--- src/rtl/freq_gate_counter_if.sv ---
// Signal bundle between the frequency gate counter and its host.
// The ovf line exists only when FREQ_OVF_EN is defined.
interface freq_gate_counter_if;
  logic        sig_in;
  logic        meas_en;
  logic [27:0] freq;
  logic        freq_vld;
  logic        busy;
`ifdef FREQ_OVF_EN
  logic        ovf;
`endif

  modport master (
    output sig_in, meas_en,
`ifdef FREQ_OVF_EN
    input  ovf,
`endif
    input  freq, freq_vld, busy
  );

  modport slave (
    input  sig_in, meas_en,
`ifdef FREQ_OVF_EN
    output ovf,
`endif
    output freq, freq_vld, busy
  );
endinterface

--- src/rtl/freq_gate_counter.sv ---
// Gated edge counter: counts sig_in rising edges over CLK_FREQ sys_clk cycles.
// Define FREQ_OVF_EN to saturate the count at MAX_FREQ and drive the ovf flag.
//
// state | meaning
// IDLE  | counters held at 0, waiting for meas_en
// GATE  | gate running, gate_cnt steps every cycle, rises accumulate
module freq_gate_counter #(
  parameter int CLK_FREQ    = 48_000_000,
  parameter int SYNC_STAGES = 2
`ifdef FREQ_OVF_EN
  ,
  parameter int MAX_FREQ    = 99_999_999
`endif
) (
  input  logic                 sys_clk,
  input  logic                 sys_rst_n,
  freq_gate_counter_if.slave   bus
);

  localparam logic [27:0] GATE_LAST = 28'(CLK_FREQ - 1);
`ifdef FREQ_OVF_EN
  localparam logic [27:0] SAT_VAL = 28'(MAX_FREQ);
`endif

  typedef enum logic {IDLE, GATE} state_t;

  state_t                 state, state_nxt;
  logic [SYNC_STAGES-1:0] sync_q;
  logic                   delayed;
  logic                   rise;
  logic [27:0]            gate_cnt, gate_cnt_nxt;
  logic [27:0]            edge_cnt, edge_cnt_nxt;
  logic [27:0]            edge_step;
  logic [27:0]            total;
  logic [27:0]            freq_q, freq_nxt;
  logic                   vld_q, vld_nxt;
`ifdef FREQ_OVF_EN
  logic                   ovf_q, ovf_nxt;
`endif

  always_ff @(posedge sys_clk or negedge sys_rst_n) begin
    if (!sys_rst_n) begin
      sync_q  <= '0;
      delayed <= 1'b0;
    end else begin
      sync_q  <= {sync_q[SYNC_STAGES-2:0], bus.sig_in};
      delayed <= sync_q[SYNC_STAGES-1];
    end
  end

  assign rise  = sync_q[SYNC_STAGES-1] & ~delayed;
  // Rise in the gate's last cycle still belongs to that gate.
  assign total = edge_cnt + {27'd0, rise};

`ifdef FREQ_OVF_EN
  assign edge_step = (edge_cnt >= SAT_VAL) ? SAT_VAL : total;
`else
  assign edge_step = total;
`endif

  always_ff @(posedge sys_clk or negedge sys_rst_n) begin
    if (!sys_rst_n) begin
      state    <= IDLE;
      gate_cnt <= '0;
      edge_cnt <= '0;
      freq_q   <= '0;
      vld_q    <= 1'b0;
`ifdef FREQ_OVF_EN
      ovf_q    <= 1'b0;
`endif
    end else begin
      state    <= state_nxt;
      gate_cnt <= gate_cnt_nxt;
      edge_cnt <= edge_cnt_nxt;
      freq_q   <= freq_nxt;
      vld_q    <= vld_nxt;
`ifdef FREQ_OVF_EN
      ovf_q    <= ovf_nxt;
`endif
    end
  end

  always_comb begin
    state_nxt    = state;
    gate_cnt_nxt = '0;
    edge_cnt_nxt = '0;
    freq_nxt     = freq_q;
    vld_nxt      = 1'b0;
`ifdef FREQ_OVF_EN
    ovf_nxt      = ovf_q;
`endif
    case (state)
      IDLE: begin
        if (bus.meas_en) state_nxt = GATE;
      end
      GATE: begin
        // Abort takes priority over a gate that would end this cycle.
        if (!bus.meas_en) begin
          state_nxt = IDLE;
        end else if (gate_cnt == GATE_LAST) begin
          vld_nxt = 1'b1;
`ifdef FREQ_OVF_EN
          freq_nxt = (total >= SAT_VAL) ? SAT_VAL : total;
          ovf_nxt  = (total >= SAT_VAL);
`else
          freq_nxt = total;
`endif
        end else begin
          gate_cnt_nxt = gate_cnt + 28'd1;
          edge_cnt_nxt = edge_step;
        end
      end
      default: state_nxt = IDLE;
    endcase
  end

  assign bus.freq     = freq_q;
  assign bus.freq_vld = vld_q;
  assign bus.busy     = (state == GATE);
`ifdef FREQ_OVF_EN
  assign bus.ovf      = ovf_q;
`endif

endmodule

--- src/flat_wrapper.sv ---
// flat-port wrapper written by rule: the top's interface ports become plain ports
module freq_gate_counter_flat 
#(
  parameter int CLK_FREQ    = 48_000_000,
  parameter int SYNC_STAGES = 2

)
  (sys_clk, sys_rst_n, bus_sig_in, bus_meas_en, bus_freq, bus_freq_vld, bus_busy);
  freq_gate_counter_if bus_i ();
  input  logic sys_clk;
  input  logic sys_rst_n;
  input wire logic [$bits(bus_i.sig_in)-1:0] bus_sig_in;
  input wire logic [$bits(bus_i.meas_en)-1:0] bus_meas_en;
  output wire logic [$bits(bus_i.freq)-1:0] bus_freq;
  output wire logic [$bits(bus_i.freq_vld)-1:0] bus_freq_vld;
  output wire logic [$bits(bus_i.busy)-1:0] bus_busy;
  assign bus_i.sig_in = bus_sig_in;
  assign bus_i.meas_en = bus_meas_en;
  assign bus_freq = bus_i.freq;
  assign bus_freq_vld = bus_i.freq_vld;
  assign bus_busy = bus_i.busy;
  freq_gate_counter #(.CLK_FREQ(CLK_FREQ), .SYNC_STAGES(SYNC_STAGES)) u_core (.sys_clk(sys_clk), .sys_rst_n(sys_rst_n), .bus(bus_i));
endmodule
--- config.mk ---
export PLATFORM = sky130hd
export DESIGN_NAME = freq_gate_counter_flat
export DESIGN_NICKNAME = d
export VERILOG_FILES = /design/src/rtl/freq_gate_counter_if.sv /design/src/rtl/freq_gate_counter.sv /design/src/flat_wrapper.sv
export SDC_FILE = /design/constraint.sdc
export NUM_CORES = 1
export LEC_CHECK = 0
export CAP_MARGIN = 25
export CELL_PAD_IN_SITES_DETAIL_PLACEMENT = 2
export CELL_PAD_IN_SITES_GLOBAL_PLACEMENT = 2
export CORE_UTILIZATION = 30
export DETAILED_ROUTE_END_ITERATION = 10
export PLACE_DENSITY_LB_ADDON = 0.15
export RECOVER_POWER = 50
export SYNTH_ARGS = -nofsm -noshare
export SYNTH_HDL_FRONTEND = slang
export SYNTH_SLANG_ARGS = --single-unit
--- constraint.sdc ---
create_clock -name sys_clk -period 5.9 [get_ports sys_clk]
set_input_delay 1.18 -clock sys_clk [delete_from_list [all_inputs] [get_ports sys_clk]]
set_output_delay 1.18 -clock sys_clk [all_outputs]
set_load 0.02 [all_outputs]
==> results by stage, run 1 <==
Layout:
- The most common library cell in the layout ignoring fill and taps is sky130_fd_sc_hd__dfrtp_1.
- The layout has 1,434 filler cells.
- The area added between synthesis and finish is 19.0%.
- The top cell types in the final layout, fill and taps aside, are sky130_fd_sc_hd__dfrtp_1 (89), sky130_fd_sc_hd__a21oi_1 (39), sky130_fd_sc_hd__nor2_1 (38).
- The final instance area is between 0.004 and 0.005 sq mm.
- The antenna cell count is 0.
- The number of nets in the final layout is approximately 440.
- The ratio of cells with drive above 1 in the final layout is 0.0736.

Worst setup path:
- The critical path in this run is classified as primary input to async pin.
- Along the worst path, the maximum fanout reaches 65.
- The critical path capture point type is an async pin.
- The element type at the critical path start is a primary input.
- The kind of cell with the highest combined delay on the critical path is buffers and inverters.
- Walking the worst path, the cells encountered are clkbuf_1, clkbuf_2.
- For the worst setup path, the data arrival time is roughly 3700 ps.
- The highest cell delay on the worst timing path is between 1000 and 1500 ps.
- The number of buffers and inverters on the critical path is 2.
- STA puts the critical path data required time at just over 6000 ps.
- On the critical path, the stage with the largest delay is an instance of sky130_fd_sc_hd__clkbuf_2.

Detailed routing:
- The total vias in the final route is 3,305.
- Dividing the detail-routed wire length by the instance count gives 18.7 um.
- Once detail routing completed, the nets flagged for antenna violations numbered 0.
- The detailed router finished its first iteration with between 80 and 90 violations.
- In the routed layout, each cell is associated on average with a via count of around 5.4.
- The routed wire length is around 11,000 um.
- The post-route DRC violation count is 0.
- The first detailed-routing pass ran for 4 iterations.

Floorplanning:
- The floorplan core area is around 0.013 sq mm.
- The initial standard-cell utilization of the core is 0.308.
- The height of the die is 119 um.
- The die is 119 um wide.
- The total die area is around 0.014 sq mm.
- The number of I/O pins is 34.
- The floorplan has between 40 and 50 rows.

Clocking:
- TritonCTS built the clock tree.
- Clock-pin slew was measured on the worst setup and hold paths at 70 ps.
- In this run the deepest clock path goes through 2 buffers.
- The number of cells upsized or downsized after cts is 0.
- The number of setup buffers added after CTS is 0.
- Clock tree synthesis found a total of 89 sinks.
- Clock latency on the worst-skew pair, taken at its later pin, is 350 ps.
- The number of levels in the clock H-tree is 3.
- The number of buffers added to fix hold violations after cts is 0.
- In this run the clock root is driven by a sky130_fd_sc_hd__clkbuf_16.
- The number of buffers created by CTS is 9.

GRT:
- After global routing the overflow that remains totals 0.
- The total global routing track utilization is 0.175.
- The number of antenna violations at the first check in global routing is 0.
- The first global-routing pass estimated between 15,000 and 20,000 um of wire.
- The number of global-route vias before repair is about 3,500.
- Entering global routing, the biggest net connects 66 pins.

Timing:
- Setup violations remaining at the end of the flow were counted as 0.
- The count of endpoints failing hold in the final timing report is 0.
- Summed over all failing endpoints, the final setup total negative slack is 0 ps.
- Setup repair after global routing left no endpoint under its margin.
- The worst pin sits at a relative slew slack of -0.121.
- Timing would allow up to between 0.2 and 0.3 GHz.
- The final number of max-transition violations is 66.
- The final worst hold slack is 356 ps.
- For the pin with the worst max-slew slack, the measured transition is roughly 1700 ps.
- The setup slack of the critical path after layout is ~2400 ps.
- The time the final worst path needs with I/O delays and setup is between 3000 and 4000 ps.
- The final critical-path share of the clock period is 0.595.
- The worst clock skew is 12.3 ps.

Yosys:
- For this run, the register share of the synthesized area comes to 0.543.
- The netlist uses 39 different library cells.
- The share of synthesized registers carrying an async set or reset is 1.00.
- Yosys printed 0 warnings.
- The cell area after technology mapping is 0.00410 sq mm.
- The total nets after synthesis is 410.
- The number of instances in the synthesized netlist is slightly above 400.
- The mean cell area of the mapped netlist is between 10 and 15 sq um.
- The number of synthesized flops with an enable pin is 0.
- In this run, synthesis produced a sequential element count of 89.
- The leading register cell type out of synthesis is sky130_fd_sc_hd__dfrtp_1.

Placement:
- The total of buffers placed on input and output ports is 33.
- The final estimated routing congestion in global placement is 0.731.
- The detailed placement HPWL is approximately 7200 um.
- Summing all placed instances gives a cell area of roughly 0.0046 sq mm.
- At the placement stage, the worst setup path has a slack of 2620 ps.

Outcome:
- The flow ran to the end, but the final reports show violations.
- The checks that failed: capacitance limit, slew limit.

Power and ir drop:
- The largest voltage drop on the vdd net is around 0.13 mV.
- The leakage power is ~1.9 nW.
- Dividing total power by cell area gives a power density of approximately 250 mW/mm^2.
- The completed layout was analyzed and its total power is roughly 1.2 mW.

Job:
- The number of max-cap violations is 1.

Worst hold path:
- The min-delay analysis places its worst path in the category flip-flop to flip-flop.
[worst paths after layout]
check | cells past startpoint | slack (ps) | to | startpoint
min in group asynchronous | 1 | 1170 | u_core.gate_cnt[18] | sys_rst_n
hold reg to reg | 0 | 360 | u_core.sync_q[1] | u_core.sync_q[0]
hold / removal | 0 | 360 | u_core.sync_q[1] | u_core.sync_q[0]
setup / recovery | 2 | 2390 | u_core.delayed | sys_rst_n
setup reg to reg | 5 | 2700 | u_core.gate_cnt[20] | u_core.gate_cnt[3]
max in group sys_clk | 5 | 2700 | u_core.gate_cnt[20] | u_core.gate_cnt[3]
[synthesized netlist by cell type, types with 2 or more instances]
cell / count / area [sq um]
sky130_fd_sc_hd__inv_1: 14 / 52.6
sky130_fd_sc_hd__ha_1: 3 / 37.5
sky130_fd_sc_hd__buf_2: 7 / 35.0
sky130_fd_sc_hd__or4_4: 3 / 33.8
sky130_fd_sc_hd__nor2_1: 38 / 143
sky130_fd_sc_hd__mux2_2: 2 / 22.5
sky130_fd_sc_hd__nand4_1: 12 / 75.1
sky130_fd_sc_hd__clkbuf_1: 7 / 26.3
sky130_fd_sc_hd__nor4_1: 8 / 50.1
sky130_fd_sc_hd__xor2_1: 5 / 43.8
sky130_fd_sc_hd__nand2_1: 18 / 67.6
sky130_fd_sc_hd__or3_1: 12 / 75.1
sky130_fd_sc_hd__or4_1: 11 / 82.6
sky130_fd_sc_hd__nor3_1: 8 / 40.0
sky130_fd_sc_hd__o31ai_1: 10 / 75.1
sky130_fd_sc_hd__nand3_1: 16 / 80.1
sky130_fd_sc_hd__or4b_1: 2 / 20.0
sky130_fd_sc_hd__dfrtp_1: 89 / 2230
sky130_fd_sc_hd__and4_1: 3 / 26.3
sky130_fd_sc_hd__xnor2_1: 22 / 193
sky130_fd_sc_hd__a21o_1: 2 / 15.0
sky130_fd_sc_hd__a31oi_1: 37 / 231
sky130_fd_sc_hd__and2_1: 3 / 18.8
sky130_fd_sc_hd__buf_4: 6 / 45.0
sky130_fd_sc_hd__a21oi_1: 39 / 195
sky130_fd_sc_hd__o21ai_0: 13 / 65.1
[where the power goes]
part	internal, mW	leakage (nW)	switching (mW)
clock network	0.343	0.142	0.255
logic	0.00457	0.521	0.0249
registers	0.612	1.23	0.00124
total	0.959	1.90	0.281
[metal layers]
| metal | GRT usage | part of all wire |
|---|---|---|
| met4 | 0.0593 | 0.014 |
| met1 | 0.242 | 0.49 |
| met3 | 0.0311 | 0.022 |
| met2 | 0.274 | 0.47 |
| met5 | 0 | 0 |
[final cells by class]
cell class,count,area [sq um],area share
sequential,89,2230,0.457
multi-input combinational,277,1710,0.350
timing repair buffer,38,359,0.0736
clock buffer,11,243,0.0498
tap,176,220,0.0452
clock inverter,5,62.6,0.0128
inverter,15,56.3,0.0115
[state kept, by name, summed over array words and instances (netlist names)]
| signal | flops |
|---|---|
| u_core.gate_cnt | 28 |
| u_core.bus.freq_vld | 1 |
| u_core.bus.busy | 1 |
| u_core.edge_cnt | 28 |
| u_core.delayed | 1 |
| u_core.bus.freq | 28 |
| u_core.sync_q | 2 |
[per-stage QoR]
stage | utilization | cells
after floorplan | - | 403
after global placement | 0.344 | 595
after detailed placement | 0.344 | 595
after CTS | 0.367 | 611
after global routing | 0.367 | 611
final | 0.367 | 611
[logic make-up after synthesis]
group	share of synthesized area
AOI/OAI and AO/OA	0.149
adders and majority gates	0.00916
muxes	0.00549
and+or+nand+nor	0.192
buffers and inverters	0.0433
xor gates and xnor gates	0.0577
DFF	0.543
Note: power is estimated with default switching activity, not from simulation.
==> inputs of run 2 (changes only) <==
clock period = 2.8 ns   (was 5.9 ns; I/O delays follow)
==> run 2 against run 1 <==
The run now ends clean. Global-route usage rose by 0.83 points. Setup slack got worse by 2100 ps. Utilization rose by 0.44 points. Critical path depth rose by 5. Highest routed layer unchanged. Clock power rose by 110%. Critical endpoint is now u_core.bus.freq[26]. Sequential share of layout area fell by 0.54 points. Design area rose by 1.2%.
==> results by stage, run 2 (synthesized netlist as in run 1, its figures left out) <==
Detailed routing:
- The post-detailed-route count of antenna-violating nets is 0 (unchanged).
- The detailed router's first-iteration violation count is 104 (+20%).
- The post-route DRC violation count is 0 (unchanged).
- The total vias in the final route is 3,426 (+3.7%).
- The detailed-route vias per instance is 5.53 (+2.3%).
- The post-detailed-route wirelength per cell is 19.5 um (+3.8%).
- The iteration count of the initial detailed-routing pass is 4 (unchanged).
- The routed wire length is 12,000 um (+5.2%).

Placement:
- The final estimated routing congestion in global placement is 0.707 (-3.4%).
- The number of instances in the placed design was 603 (+1.3%).
- The worst slack at placement came to 305 ps (-2310 ps).
- The total placed instance area is 0.00466 sq mm (+1.9%).
- The total of buffers placed on input and output ports is 33 (unchanged).
- The detailed placement HPWL is 7740 um (+7.7%).

GRT:
- The maximum number of pins on one net before global-route repair came to 47 (-29%).
- The number of antenna violations at the first check in global routing is 0 (unchanged).
- The number of global-route vias before repair is 3,762 (+6.3%).
- The final global-route overflow total is 0 (unchanged).
- The total global routing track utilization came to 0.183 (+0.00827).
- The global-route wire length before repair was 20,100 um (+4.6%).

Floorplanning:
- The number of I/O pins is 34 (unchanged).
- The placement row count was 42 (unchanged).
- The total die area came to 0.0141 sq mm (unchanged).
- The floorplan core area is 0.0133 sq mm (unchanged).
- The die outline width was 119 um (unchanged).
- The height of the die was 119 um (unchanged).
- The initial standard-cell utilization of the core was 0.308 (unchanged).

Clocking:
- The number of levels in the clock H-tree is 3 (unchanged).
- The clock latency reported for the late side of the worst-skew pair is 350 ps (about the same).
- TritonCTS built the clock tree.
- The CTS root buffer is sky130_fd_sc_hd__clkbuf_16.
- The total clock sinks is 89 (unchanged).
- The number of buffers created by CTS is 9 (unchanged).
- The number of cells upsized or downsized after cts came to 0 (unchanged).
- The clock transition at the registers of the reported paths is 70 ps (about the same).
- The number of setup buffers added after CTS came to 0 (unchanged).
- The buffer depth of the longest clock path is 2 (unchanged).
- The number of buffers added to fix hold violations after cts is 0 (unchanged).

Layout:
- The footprint of the flip-flops and latches is 0.00223 sq mm (unchanged).
- The final instance area is 0.00494 sq mm (+1.2%).
- The area added between synthesis and finish is 20.4%.
- The library cells used most frequently in the layout, excluding fill and tap cells, are sky130_fd_sc_hd__dfrtp_1 (89), sky130_fd_sc_hd__a21oi_1 (39), sky130_fd_sc_hd__nor2_1 (38).
- The number of nets in the final layout came to 445 (+1.8%).
- The area taken by multi-input logic gates is 0.00171 sq mm (unchanged).
- The antenna cell count came to 0 (unchanged).
- The ratio of cells with drive above 1 in the final layout is 0.0858 (+0.0122).
- The final cell count without fillers came to 619 (+1.3%).
- The filler cell count was 1,433 (-0.070%).
- The most common library cell in the layout ignoring fill and taps is sky130_fd_sc_hd__dfrtp_1.
- The fraction of the core area covered by cells at the end of the flow was 0.371 (+0.00442).

Power and ir drop:
- The overall power after layout is 2.61 mW (+110%).
- The leakage power came to 1.95 nW (+2.7%).
- The power per cell area came to 528 mW/mm^2 (+110%).
- The largest voltage drop on the vdd net is 0.290 mV (+130%).

Worst setup path:
- The data arrival time at the worst-slack endpoint came to 2750 ps (-910 ps).
- The required time at the worst-slack endpoint is 3070 ps (-2980 ps).
- The element type at the critical path start is a flip-flop.
- The maximum fanout count along the critical path is 11 (-83%).
- The critical path capture point type is a flip-flop.
- The number of cells on the worst reg-to-reg path is 7 (+2).
- The class of the most critical setup path is flip-flop to flip-flop.

Worst hold path:
- The path class of the tightest hold or removal check is flip-flop to flip-flop.
- The hold path depth is 0 (unchanged).

Timing:
- The final critical-path share of the clock period is 0.887.
- The relative slew slack is 0.176 (+0.297).
- The count of endpoints failing hold in the final timing report was 0 (unchanged).
- The final worst hold slack is 369 ps (+12.9 ps).
- The final-layout setup total negative slack is 0 ps (unchanged).
- The slew at the pin closest to its max-slew limit is 1240 ps (-446 ps).
- The setup slack of the critical path after layout is 315 ps (-2070 ps).
- The worst path in the final design needs a cycle of roughly 2500 ps, including I/O delays and setup.
- Setup repair after global routing left no endpoint under its margin.
- The final number of max-transition violations came to 0 (-100%).
- The number of setup violations in the final report is 0 (unchanged).
- Based on the critical path, the design can be clocked at up to approximately 0.4 GHz.
- The worst clock skew came to 9.83 ps (-2.44 ps).

Job:
- The number of max-cap violations was 0 (-1).

Outcome:
- The run finished with clean final reports.
-- run 2: per-layer routing --
metal  share of wire  track usage
met5               0            0
met4           0.011       0.0593
met3           0.020       0.0278
met2            0.49        0.306
met1            0.48        0.242
-- run 2: path summary, 6_finish.rpt --
| kind | to | slack, ps | from |
|---|---|---|---|
| max in group asynchronous | u_core.edge_cnt[13] | 530 | sys_rst_n |
| max | u_core.bus.freq[26] | 320 | u_core.sync_q[1] |
| min | u_core.sync_q[1] | 370 | u_core.sync_q[0] |
| min reg2reg | u_core.sync_q[1] | 370 | u_core.sync_q[0] |
| max reg2reg | u_core.bus.freq[26] | 320 | u_core.sync_q[1] |
| min in group asynchronous | u_core.bus.freq[20] | 480 | sys_rst_n |
-- run 2: worst max-delay path, stage by stage (launching register included) --
cell and delay, ps:
sky130_fd_sc_hd__dfrtp_1 340, sky130_fd_sc_hd__nor2b_1 130, sky130_fd_sc_hd__ha_1 190, sky130_fd_sc_hd__ha_1 200
sky130_fd_sc_hd__nand3_1 100, sky130_fd_sc_hd__or4_1 740, sky130_fd_sc_hd__or4_1 510, sky130_fd_sc_hd__a31oi_1 190
-- run 2: area by class of cell --
cell class | count | share of cell area
Multi-Input combinational cell | 277 | 0.346
Clock inverter | 4 | 0.0106
Tap cell | 176 | 0.0446
Inverter | 15 | 0.0114
Clock buffer | 12 | 0.0499
Sequential cell | 89 | 0.451
Timing Repair Buffer | 46 | 0.0859
-- run 2: report_power, final --
group          switching, mW  internal (mW)
clock                  0.529          0.720
combinational         0.0544         0.0116
sequential           0.00238           1.29
==> inputs of run 3 (changes only) <==
CORE_MARGIN = 3   (was default)
PLACE_DENSITY = 0.68   (was default)
PLACE_DENSITY_LB_ADDON = default   (was 0.15)
==> run 3 against run 2 <==
Clock-buffer cell count stayed put. Critical path depth did not move. Highest routed layer unchanged. Power grew 0.51%.
==> results by stage, run 3 (synthesized netlist as in run 1, its figures left out) <==
Outcome:
- The flow ran to the end, and the final reports show no timing, DRC or antenna violations.

Worst setup path:
- The number of cells on the worst reg-to-reg path is 7 (unchanged).
- The worst register-to-register path begins at u_core.delayed.
- The kind of cell with the highest combined delay on the critical path is simple AND/OR/NAND/NOR gates.
- The required time at the worst-slack endpoint is 3070 ps (about the same).
- The element type at the critical path start is a flip-flop.
- The cell with the largest stage delay on the worst path is sky130_fd_sc_hd__or4_1.
- The maximum fanout count along the critical path is 11 (unchanged).
- In this run the worst setup path begins at u_core.delayed.
- The number of buffers and inverters on the critical path is 0 (unchanged).
- The register-to-register path setup slack is 320 ps (about the same).
- The critical path in this run is classified as flip-flop to flip-flop.
- The data arrival time at the worst-slack endpoint is 2750 ps (about the same).
- The critical path capture point type is a flip-flop.
- The highest cell delay on the worst timing path was 730 ps (about the same).
- The critical path goes through nor2b_1, ha_1, ha_1, nand3_1, or4_1, or4_1, a31oi_1.
- The count of cell instances traversed by the critical path is 7 (unchanged).

Clocking:
- The number of cells upsized or downsized after cts was 0 (unchanged).
- The number of buffers added to fix hold violations after cts is 0 (unchanged).
- The CTS tree is built.
- The total clock sinks is 89 (unchanged).
- The buffer depth of the longest clock path came to 2 (unchanged).
- The number of levels in the clock H-tree is 3 (unchanged).
- The number of setup buffers added after CTS is 0 (unchanged).
- The clock latency reported for the late side of the worst-skew pair was 350 ps (about the same).
- The clock transition at the registers of the reported paths is 60 ps (about the same).
- The number of buffers created by CTS was 9 (unchanged).
- The tree is rooted in a sky130_fd_sc_hd__clkbuf_16.

Timing:
- The maximum clock rate is 0.403 GHz (+0.20%).
- The final critical-path share of the clock period came to 0.886 (-0.00173).
- The time the final worst path needs with I/O delays and setup came to 2480 ps (-4.85 ps).
- The final number of max-transition violations came to 0 (unchanged).
- Setup repair after global routing left no endpoint under its margin.
- The final-layout setup total negative slack is 0 ps (unchanged).
- The relative slew slack is 0.189 (+0.0127).
- The number of setup violations in the final report came to 0 (unchanged).
- The count of endpoints failing hold in the final timing report is 0 (unchanged).
- The slew at the pin closest to its max-slew limit is 1220 ps (-19.1 ps).
- The worst clock skew is 8.16 ps (-1.67 ps).

Worst hold path:
- The startpoint identified for the worst hold timing path is u_core.sync_q[0].
- The hold path depth is 0 (unchanged).
- The tightest min-delay check is of the flip-flop to flip-flop type.

Floorplanning:
- The initial standard-cell utilization of the core is 0.308 (unchanged).
- The height of the die was 123 um (+3.4%).
- The total die area is 0.0151 sq mm (+6.8%).
- The die outline width was 123 um (+3.4%).
- The placement row count was 42 (unchanged).
- The floorplan core area is 0.0133 sq mm (unchanged).
- The number of I/O pins is 34 (unchanged).

Detailed routing:
- The post-detailed-route wirelength per cell came to 18.7 um (-3.8%).
- The iteration count of the initial detailed-routing pass is 4 (unchanged).
- The post-route DRC violation count was 0 (unchanged).
- The total vias in the final route was 3,336 (-2.6%).
- The routed wire length was 11,600 um (-4.0%).
- The post-detailed-route count of antenna-violating nets is 0 (unchanged).
- The detailed-route vias per instance is 5.40 (-2.5%).
- The detailed router's first-iteration violation count is 135 (+30%).

Placement:
- The detailed placement HPWL was 7560 um (-2.4%).
- The number of instances in the placed design was 602 (-0.17%).
- The final estimated routing congestion in global placement was 0.751 (+6.3%).
- The total of buffers placed on input and output ports is 33 (unchanged).

Power and ir drop:
- The part of the total power dissipated in the clock network is 0.481 (+0.002).
- The leakage power is 1.94 nW (-0.18%).
- The power per cell area came to 530 mW/mm^2 (+0.38%).
- The largest voltage drop on the vdd net is 0.271 mV (-6.5%).
- The power share of the combinational group came to 0.026 (about the same).
- The internal power is 2.04 mW (+1.2%).
- The part of the power in registers is 0.493 (-0.003).
- The switching share of total power is 0.220 (-0.00504).
- The switching power total is 0.576 mW (-1.7%).

Layout:
- In the layout the commonest cells are sky130_fd_sc_hd__dfrtp_1 (89), sky130_fd_sc_hd__a21oi_1 (39), sky130_fd_sc_hd__nor2_1 (38).
- The number of nets in the final layout is 444 (-0.22%).
- The area growth from synthesis to layout is 20.6%.
- The ratio of cells with drive above 1 in the final layout is 0.0882 (+0.00246).
- The antenna cell count was 0 (unchanged).
- The final cell count without fillers came to 618 (-0.16%).
- The most common library cell in the layout ignoring fill and taps is sky130_fd_sc_hd__dfrtp_1.

GRT:
- The number of antenna violations at the first check in global routing is 0 (unchanged).
- The total global routing track utilization is 0.167 (-0.0157).
- The final global-route overflow total came to 0 (unchanged).
- The global-route wire length before repair is 19,400 um (-3.3%).
- The maximum number of pins on one net before global-route repair is 45 (-4.3%).
- The number of global-route vias before repair came to 3,653 (-2.9%).

Job:
- The number of max-cap violations is 0 (unchanged).
-- run 3: through the flow --
step	area (sq um)	hold WS (ps)	power [mW]	utilization	worst slack [ps]
4_1_cts	4960	261	2.67	0.373	288
6_report	4940	367	2.62	0.372	320
3_3_place_gp	4660	344	1.39	0.350	393
3_5_place_dp	4660	356	1.39	0.350	306
2_1_floorplan	4100	264	1.34	-	520
5_1_grt	4940	375	2.73	0.372	101
-- run 3: layout make-up --
type                            instances  area [sq um]
Clock inverter                          4          51.3
Inverter                               15          56.3
Tap cell                              176           220
Multi-Input combinational cell        277          1710
Timing Repair Buffer                   45           422
Sequential cell                        89          2230
Fill cell                            1441          8350
Clock buffer                           12           256
-- run 3: routing by layer --
| layer | share of wire | GRT usage |
|---|---|---|
| met3 | 0.026 | 0.0279 |
| met4 | 0.018 | 0.0658 |
| met2 | 0.48 | 0.270 |
| met5 | 0 | 0 |
| met1 | 0.47 | 0.224 |
-- run 3: final timing paths --
path	end
setup / recovery	u_core.bus.freq[26]
hold / removal	u_core.sync_q[1]
setup reg to reg	u_core.bus.freq[26]
hold reg to reg	u_core.sync_q[1]
max in group asynchronous	u_core.edge_cnt[3]
min in group asynchronous	u_core.gate_cnt[26]
-- run 3: power groups by stage --
stage | clock network, mW | logic (mW) | registers (mW)
global route | 1.36 | 0.0798 | 1.29
CTS | 1.30 | 0.0768 | 1.29
floorplan | 0 | 0.0253 | 1.32
detailed placement | 0 | 0.0764 | 1.32
global placement | 0 | 0.0747 | 1.32
finish | 1.26 | 0.0683 | 1.29
-- run 3: worst reg2reg max path, delay by kind of cell, from the launching register on --
kind                       cells  cell delay (ps)
and+or+nand+nor                4             1460
adders and majority gates      2              400
AOI/OAI and AO/OA              1              180
DFF                            1              360
